[src/rtl/i2c_reg_slave.sv]
// i2c_reg_slave: I2C target for the camera register-write protocol.
// A transaction is [0xBA, 8-bit sub-address, 16-bit data MSB first]; every
// completed 16-bit word produces one reg_wr strobe, then reg_addr advances so
// further words form a burst. SCL/SDA are oversampled on clock, synchronized,
// glitch filtered, and START/STOP are decoded from the filtered levels.
//
// Optional feature: define I2C_SLAVE_READ_EN to ACK the read address
// {SLAVE_ADDR,1} and shift reg_rdata out on SDA. Without it the read address
// is NACKed and counted in nack_count.
//
// Ports:
//   clock        system clock
//   reset_n      asynchronous active-low reset
//   i2c_sclk     SCL line (asynchronous)
//   i2c_sdat_in  SDA line level (asynchronous)
//   i2c_sdat_oe  1 = pull SDA low, 0 = release
//   reg_wr       one-cycle register write strobe
//   reg_addr     register address (write address, and read address)
//   reg_wdata    write data, valid with reg_wr
//   reg_rdata    read data for reg_addr (read feature only)
//   busy         high from accepted START until STOP
//   nack_count   saturating count of address-mismatch transactions
module i2c_reg_slave #(
    parameter logic [6:0]  SLAVE_ADDR = 7'h5D,
    parameter int unsigned FILTER_LEN = 3
) (
    input  logic        clock,
    input  logic        reset_n,
    input  logic        i2c_sclk,
    input  logic        i2c_sdat_in,
    output logic        i2c_sdat_oe,
    output logic        reg_wr,
    output logic [7:0]  reg_addr,
    output logic [15:0] reg_wdata,
    input  logic [15:0] reg_rdata,
    output logic        busy,
    output logic [7:0]  nack_count
);

    localparam logic [2:0] FILT_LAST = 3'(FILTER_LEN - 1);
    localparam logic [7:0] ADDR_WR   = {SLAVE_ADDR, 1'b0};
`ifdef I2C_SLAVE_READ_EN
    localparam logic [7:0] ADDR_RD   = {SLAVE_ADDR, 1'b1};
`endif

    typedef enum logic [3:0] {
        IDLE,
        ADDR,
        ADDR_ACK,
        SUB,
        SUB_ACK,
        DHI,
        DHI_ACK,
        DLO,
        DLO_ACK,
        RD_HI,
        RD_HI_MACK,
        RD_LO,
        RD_LO_MACK,
        WAIT_STOP
    } state_t;

    // Index 0 = SCL, index 1 = SDA throughout the input path.
    logic [1:0]      w_pins;
    logic [1:0]      r_sync1;
    logic [1:0]      r_sync2;
    logic [1:0]      r_filt;
    logic [1:0]      r_filt_d;
    logic [1:0][2:0] r_fcnt;

    assign w_pins = {i2c_sdat_in, i2c_sclk};

    // A filtered level only flips after FILTER_LEN consecutive synchronized
    // samples disagree with it; any agreeing sample restarts the count.
    always_ff @(posedge clock or negedge reset_n) begin
        if (!reset_n) begin
            r_sync1  <= '1;
            r_sync2  <= '1;
            r_filt   <= '1;
            r_filt_d <= '1;
            r_fcnt   <= '0;
        end else begin
            r_sync1  <= w_pins;
            r_sync2  <= r_sync1;
            r_filt_d <= r_filt;
            for (int unsigned i = 0; i < 2; i++) begin
                if (r_sync2[i] != r_filt[i]) begin
                    if (r_fcnt[i] == FILT_LAST) begin
                        r_filt[i] <= r_sync2[i];
                        r_fcnt[i] <= '0;
                    end else begin
                        r_fcnt[i] <= r_fcnt[i] + 3'd1;
                    end
                end else begin
                    r_fcnt[i] <= '0;
                end
            end
        end
    end

    logic w_scl_rise;
    logic w_scl_fall;
    logic w_start;
    logic w_stop;
    logic w_sda;

    assign w_sda      = r_filt[1];
    assign w_scl_rise =  r_filt[0] & ~r_filt_d[0];
    assign w_scl_fall = ~r_filt[0] &  r_filt_d[0];
    // SCL must be high both before and after the SDA change; an SDA change in
    // the same filtered sample as an SCL change is therefore never a START/STOP.
    assign w_start = r_filt_d[0] & r_filt[0] &  r_filt_d[1] & ~r_filt[1];
    assign w_stop  = r_filt_d[0] & r_filt[0] & ~r_filt_d[1] &  r_filt[1];

    state_t      r_state;
    logic [2:0]  r_bit_cnt;
    logic        r_got8;
    logic [7:0]  r_shift;
    logic [7:0]  r_hi;
    logic        r_oe;
    logic        r_wr;
    logic [7:0]  r_addr;
    logic [15:0] r_wdata;
    logic        r_busy;
    logic [7:0]  r_nack;
`ifdef I2C_SLAVE_READ_EN
    logic        r_rd;
    logic        r_mack;
    logic [15:0] r_rd_word;
`else
    logic        w_unused_rdata;
    assign w_unused_rdata = ^reg_rdata;
`endif

    always_ff @(posedge clock or negedge reset_n) begin
        if (!reset_n) begin
            r_state   <= IDLE;
            r_bit_cnt <= '0;
            r_got8    <= 1'b0;
            r_shift   <= '0;
            r_hi      <= '0;
            r_oe      <= 1'b0;
            r_wr      <= 1'b0;
            r_addr    <= '0;
            r_wdata   <= '0;
            r_busy    <= 1'b0;
            r_nack    <= '0;
`ifdef I2C_SLAVE_READ_EN
            r_rd      <= 1'b0;
            r_mack    <= 1'b1;
            r_rd_word <= '0;
`endif
        end else begin
            r_wr <= 1'b0;
            if (w_stop) begin
                r_state <= IDLE;
                r_busy  <= 1'b0;
                r_oe    <= 1'b0;
            end else if (w_start) begin
                r_state   <= ADDR;
                r_bit_cnt <= '0;
                r_got8    <= 1'b0;
                r_busy    <= 1'b1;
                r_oe      <= 1'b0;
`ifdef I2C_SLAVE_READ_EN
                r_rd      <= 1'b0;
`endif
            end else begin
                case (r_state)
                    ADDR, SUB, DHI, DLO: begin
                        if (w_scl_rise) begin
                            r_shift   <= {r_shift[6:0], w_sda};
                            r_bit_cnt <= r_bit_cnt + 3'd1;
                            if (r_bit_cnt == 3'd7) r_got8 <= 1'b1;
                        end else if (w_scl_fall && r_got8) begin
                            // SCL fall after bit 8 opens the ACK slot.
                            r_got8    <= 1'b0;
                            r_bit_cnt <= '0;
                            case (r_state)
                                ADDR: begin
                                    if (r_shift == ADDR_WR) begin
                                        r_oe    <= 1'b1;
                                        r_state <= ADDR_ACK;
`ifdef I2C_SLAVE_READ_EN
                                    end else if (r_shift == ADDR_RD) begin
                                        r_oe    <= 1'b1;
                                        r_rd    <= 1'b1;
                                        r_state <= ADDR_ACK;
`endif
                                    end else begin
                                        if (r_nack != 8'hFF) r_nack <= r_nack + 8'd1;
                                        r_state <= WAIT_STOP;
                                    end
                                end
                                SUB: begin
                                    r_oe    <= 1'b1;
                                    r_addr  <= r_shift;
                                    r_state <= SUB_ACK;
                                end
                                DHI: begin
                                    r_oe    <= 1'b1;
                                    r_hi    <= r_shift;
                                    r_state <= DHI_ACK;
                                end
                                default: begin
                                    r_oe    <= 1'b1;
                                    r_wdata <= {r_hi, r_shift};
                                    r_wr    <= 1'b1;
                                    r_state <= DLO_ACK;
                                end
                            endcase
                        end
                    end
                    ADDR_ACK: begin
                        if (w_scl_fall) begin
`ifdef I2C_SLAVE_READ_EN
                            if (r_rd) begin
                                // First read bit must be on SDA before the next SCL rise.
                                r_rd_word <= reg_rdata;
                                r_oe      <= ~reg_rdata[15];
                                r_state   <= RD_HI;
                            end else begin
                                r_oe    <= 1'b0;
                                r_state <= SUB;
                            end
`else
                            r_oe    <= 1'b0;
                            r_state <= SUB;
`endif
                        end
                    end
                    SUB_ACK: begin
                        if (w_scl_fall) begin
                            r_oe    <= 1'b0;
                            r_state <= DHI;
                        end
                    end
                    DHI_ACK: begin
                        if (w_scl_fall) begin
                            r_oe    <= 1'b0;
                            r_state <= DLO;
                        end
                    end
                    DLO_ACK: begin
                        // Address advances after the strobe so reg_addr is
                        // stable while reg_wr is high.
                        if (w_scl_fall) begin
                            r_oe    <= 1'b0;
                            r_addr  <= r_addr + 8'd1;
                            r_state <= DHI;
                        end
                    end
`ifdef I2C_SLAVE_READ_EN
                    RD_HI, RD_LO: begin
                        if (w_scl_rise) begin
                            r_bit_cnt <= r_bit_cnt + 3'd1;
                            if (r_bit_cnt == 3'd7) r_got8 <= 1'b1;
                        end else if (w_scl_fall) begin
                            // Shifting on every fall leaves the low byte in
                            // [15:8] once the high byte has gone out.
                            r_rd_word <= {r_rd_word[14:0], 1'b0};
                            if (r_got8) begin
                                r_got8    <= 1'b0;
                                r_bit_cnt <= '0;
                                r_oe      <= 1'b0;
                                r_mack    <= 1'b1;
                                r_state   <= (r_state == RD_HI) ? RD_HI_MACK : RD_LO_MACK;
                            end else begin
                                r_oe <= ~r_rd_word[14];
                            end
                        end
                    end
                    RD_HI_MACK: begin
                        if (w_scl_rise) begin
                            r_mack <= w_sda;
                        end else if (w_scl_fall) begin
                            if (!r_mack) begin
                                r_oe    <= ~r_rd_word[15];
                                r_state <= RD_LO;
                            end else begin
                                r_state <= WAIT_STOP;
                            end
                        end
                    end
                    RD_LO_MACK: begin
                        // Address steps on the ACK rise so reg_rdata for the
                        // next word has settled by the following SCL fall.
                        if (w_scl_rise) begin
                            r_mack <= w_sda;
                            if (!w_sda) r_addr <= r_addr + 8'd1;
                        end else if (w_scl_fall) begin
                            if (!r_mack) begin
                                r_rd_word <= reg_rdata;
                                r_oe      <= ~reg_rdata[15];
                                r_state   <= RD_HI;
                            end else begin
                                r_state <= WAIT_STOP;
                            end
                        end
                    end
`endif
                    default: begin
                    end
                endcase
            end
        end
    end

    assign i2c_sdat_oe = r_oe;
    assign reg_wr      = r_wr;
    assign reg_addr    = r_addr;
    assign reg_wdata   = r_wdata;
    assign busy        = r_busy;
    assign nack_count  = r_nack;

endmodule

[config.mk]
export PLATFORM = sky130hd
export DESIGN_NAME = i2c_reg_slave
export DESIGN_NICKNAME = d
export VERILOG_FILES = /design/src/rtl/i2c_reg_slave.sv
export SDC_FILE = /design/constraint.sdc
export NUM_CORES = 1
export LEC_CHECK = 0
export BUFFER_PORTS_ARGS = -buffer_cell sky130_fd_sc_hd__buf_2
export CAP_MARGIN = 20
export CORE_ASPECT_RATIO = 0.9
export CORE_MARGIN = 2
export CORE_UTILIZATION = 53
export DETAILED_ROUTE_END_ITERATION = 10
export PLACE_DENSITY = 0.79
export REMOVE_ABC_BUFFERS = 1
export SETUP_SLACK_MARGIN = 0.1
export SLEW_MARGIN = 15
export SYNTH_ARGS = -nofsm -noshare
export SYNTH_HDL_FRONTEND = slang
export SYNTH_SLANG_ARGS = --single-unit
[constraint.sdc]
create_clock -name clock -period 4.45 [get_ports clock]
set_input_delay 0.89 -clock clock [delete_from_list [all_inputs] [get_ports clock]]
set_output_delay 0.89 -clock clock [all_outputs]
set_load 0.005 [all_outputs]
==> results.yml <==
synthesis:
  yosysWarningCount: 0
  syn_area_mm2: 0.003457
  seq_area_frac_synth_pct: 53.13
  synth-edff-count: 0
  synth_area_per_cell_um2: 12.53
  yosys-top-cells-area: "dfrtp_1, mux2_2, dfstp_2"
  synth.most_common_cell: "dfrtp_1"
  synth-seq-cells: 73
  async_reset_ff_share_pct: 100.0
  synth_top_cell_by_area: "dfrtp_1"
  syn_inst: 276
  synthFlopType: "dfrtp_1"
  synth_common_cells: "dfrtp_1, mux2_2, nand2_1"
  synth_cell_type_count: 55
  synth_top_area_share_pct: 47.05
place:
  portBuffers: 38
  dp.cells: 391
  hpwl_um: 4163
  place.gp.congestion: 0.8782
  dp_slack_ps: 2231
setup_path:
  arrival_ps: 2490
  critical_path.max_fanout: 18
  critical-path-max-stage-delay_ps: 800
  worstPathCellList: "nor4b_4 > a221o_2 > a21oi_2 > mux2_4"
  end_kind: "flip-flop"
  crit_slowest_cell: "nor4b_4"
  crit_type: "reg -> reg"
  start_kind: "flip-flop"
  cp.required_ps: 4680
floorplan:
  fp-row-count: 27
  die_area_mm2: 0.007186
  core-area_mm2: 0.006216
  ioPinCount: 55
  fp.dieH_um: 80.62
  die_x_um: 89.13
  initial_core_util_pct: 55.62
clocking:
  clk-insertion-delay-late_ps: 350
  cts_buffers: 9
  cts.sinks: 73
  ctsResizeCount: 0
  cts_buffer_depth: 2
  htreeDepth: 3
  clkTransAtPathRegs_ps: 80
  cts-root-buf: "clkbuf_8"
  cts_hold_buf: 0
  cts_tree: "yes"
  cts_setup_buffers: 0
detailed_routing:
  drt-vias-per-instance: 5.629
  vias: 2291
  first_pass_iters: 5
  wire_per_inst_um: 15.05
  drt-total-wl_um: 6125
  ant_nets: 0
  drt_iter0_markers: 116
  drc: 0
sta:
  fmax_mhz: 442.3
  relSlewSlack_pct: 42.03
  holdWs_ps: 356.3
  post-route-period-util_pct: 50.81
  skew_ps: 13.92
  tightest_slew_ps: 865.9
  period_minus_slack_ps: 2261
  hold_viol_final: 0
  final-max-slew-violation-count: 0
  final.setup.tns_ps: 0
  rsz0062_at_grt: "no"
  setup_viol: 0
  setup_ws_ps: 2189
layout:
  final_nets: 339
  fill_cells: 507
  fin_cells: 407
  antennaDiodeCount: 0
  synthToLayoutAreaGrowth_pct: 12.12
  drive_above_1_share_pct: 35.63
global_routing:
  grt_pass1_wl_um: 10690
  grt_usage_pct: 19.70
  grt_max_degree: 47
  grt_pass1_vias: 2209
  grt.overflow.total: 0
  grt_antenna_before_repair: 0
  gr-usage-met3_pct: 7.708
  grt_use_met2_pct: 27.19
  use_met1_pct: 27.83
  top_usage_layer: "met1"
job:
  cap_violations: 0
pwr:
  leakagePower_uw: 0.001875
  power_density_mw_per_mm2: 426.9
  total_power_uw: 1655
  irDropWorstVdd_mv: 0.2388
status:
  status: "finished clean"
worst_hold_path:
  hold_path.class: "reg -> reg"
worst max-delay path, delay by kind of cell (launching register included):
family          cells  cell delay [ps]
compound gates      2              380
simple gates        1              800
mux                 1              300
flops               1              640
where the power goes:
part / internal, µW / leakage (µW) / switching (µW)
clock network: 273 / 0.0000993 / 238
registers: 745 / 0.000984 / 97.0
logic: 140 / 0.000792 / 161
per-layer routing:
| layer | vias up | routed length [µm] |
|---|---|---|
| met4 | 0 | 81 |
| met1 | 1137 | 2867 |
| met2 | 52 | 2781 |
| li1 | 1095 | - |
| met3 | 7 | 395 |
| met5 | - | 0 |
flip-flops by register name (all words and copies together), names as in the netlist, 3 cells and up:
name / count
nack_count: 8
r_fcnt: 6
r_shift: 8
r_state: 4
reg_wdata: 16
reg_addr: 8
r_hi: 8
r_bit_cnt: 3
path summary, 6_finish.rpt:
check / from / to / slack (ps) / depth (start not counted)
worst max-delay path: r_state[3] / r_state[0] / 2190 / 4
worst min-delay path: r_sync1[0] / r_sync2[0] / 360 / 0
worst max register to register: r_state[3] / r_state[0] / 2190 / 4
worst min register to register: r_sync1[0] / r_sync2[0] / 360 / 0
min in group asynchronous: reset_n / r_state[3] / 550 / 1
max in group asynchronous: reset_n / r_shift[5] / 2900 / 2
cells by family after synthesis:
kind of cell	count (synthesis)	synth area share, %
buffers and inverters	15	2.895
adder cells (fa/ha/maj)	4	1.448
XOR/XNOR	13	3.294
flip-flops	73	53.13
multiplexers	38	12.60
AO/OA/AOI/OAI	45	10.68
AND/OR/NAND/NOR	88	15.96
per-stage QoR:
step           instance area (µm²)  utilization (%)
6_report                      3876            62.36
5_1_grt                       3876            62.36
4_1_cts                       3876            62.36
3_5_place_dp                  3679            59.18
3_3_place_gp                  3679            59.18
2_1_floorplan                 3372                -
cell usage in the layout, fill, tap and decap left out, types with 2 or more instances in the layout:
| cell type | netlist | routed |
|---|---|---|
| nor2b_1 | 5 | 5 |
| buf_2 | 5 | 38 |
| nor3_1 | 10 | 10 |
| xnor2_1 | 4 | 4 |
| nor2_4 | 2 | 2 |
| nor4_1 | 3 | 3 |
| clkbuf_8 | 0 | 10 |
| ha_1 | 4 | 4 |
| nand4b_1 | 3 | 3 |
| nor2_1 | 14 | 14 |
| dfrtp_1 | 65 | 65 |
| nor3b_1 | 2 | 2 |
| a211oi_1 | 5 | 5 |
| dfstp_2 | 8 | 8 |
| clkinv_2 | 0 | 2 |
| inv_1 | 4 | 4 |
| o21ai_0 | 7 | 7 |
| xor2_1 | 9 | 9 |
| a21oi_1 | 6 | 6 |
| a32o_1 | 3 | 3 |
| a31oi_1 | 4 | 4 |
| nand4_1 | 2 | 2 |
| nand2_1 | 17 | 17 |
| o22ai_1 | 2 | 2 |
| o31ai_1 | 2 | 2 |
| a2bb2oi_1 | 6 | 6 |
| nand3_1 | 11 | 11 |
| mux2_2 | 36 | 36 |
| nand2b_1 | 4 | 4 |
| mux2_4 | 2 | 2 |
cell type report:
cell class	instances	area, µm²	area share, %
inverter	4	15.01	0.3873
sequential	73	1837	47.39
clock inverter	5	56.30	1.453
multi-input combinational	188	1520	39.22
tap	87	108.9	2.808
timing repair buffer	39	197.7	5.100
clock buffer	11	141.4	3.648
Power figures use the tool's default switching activity.
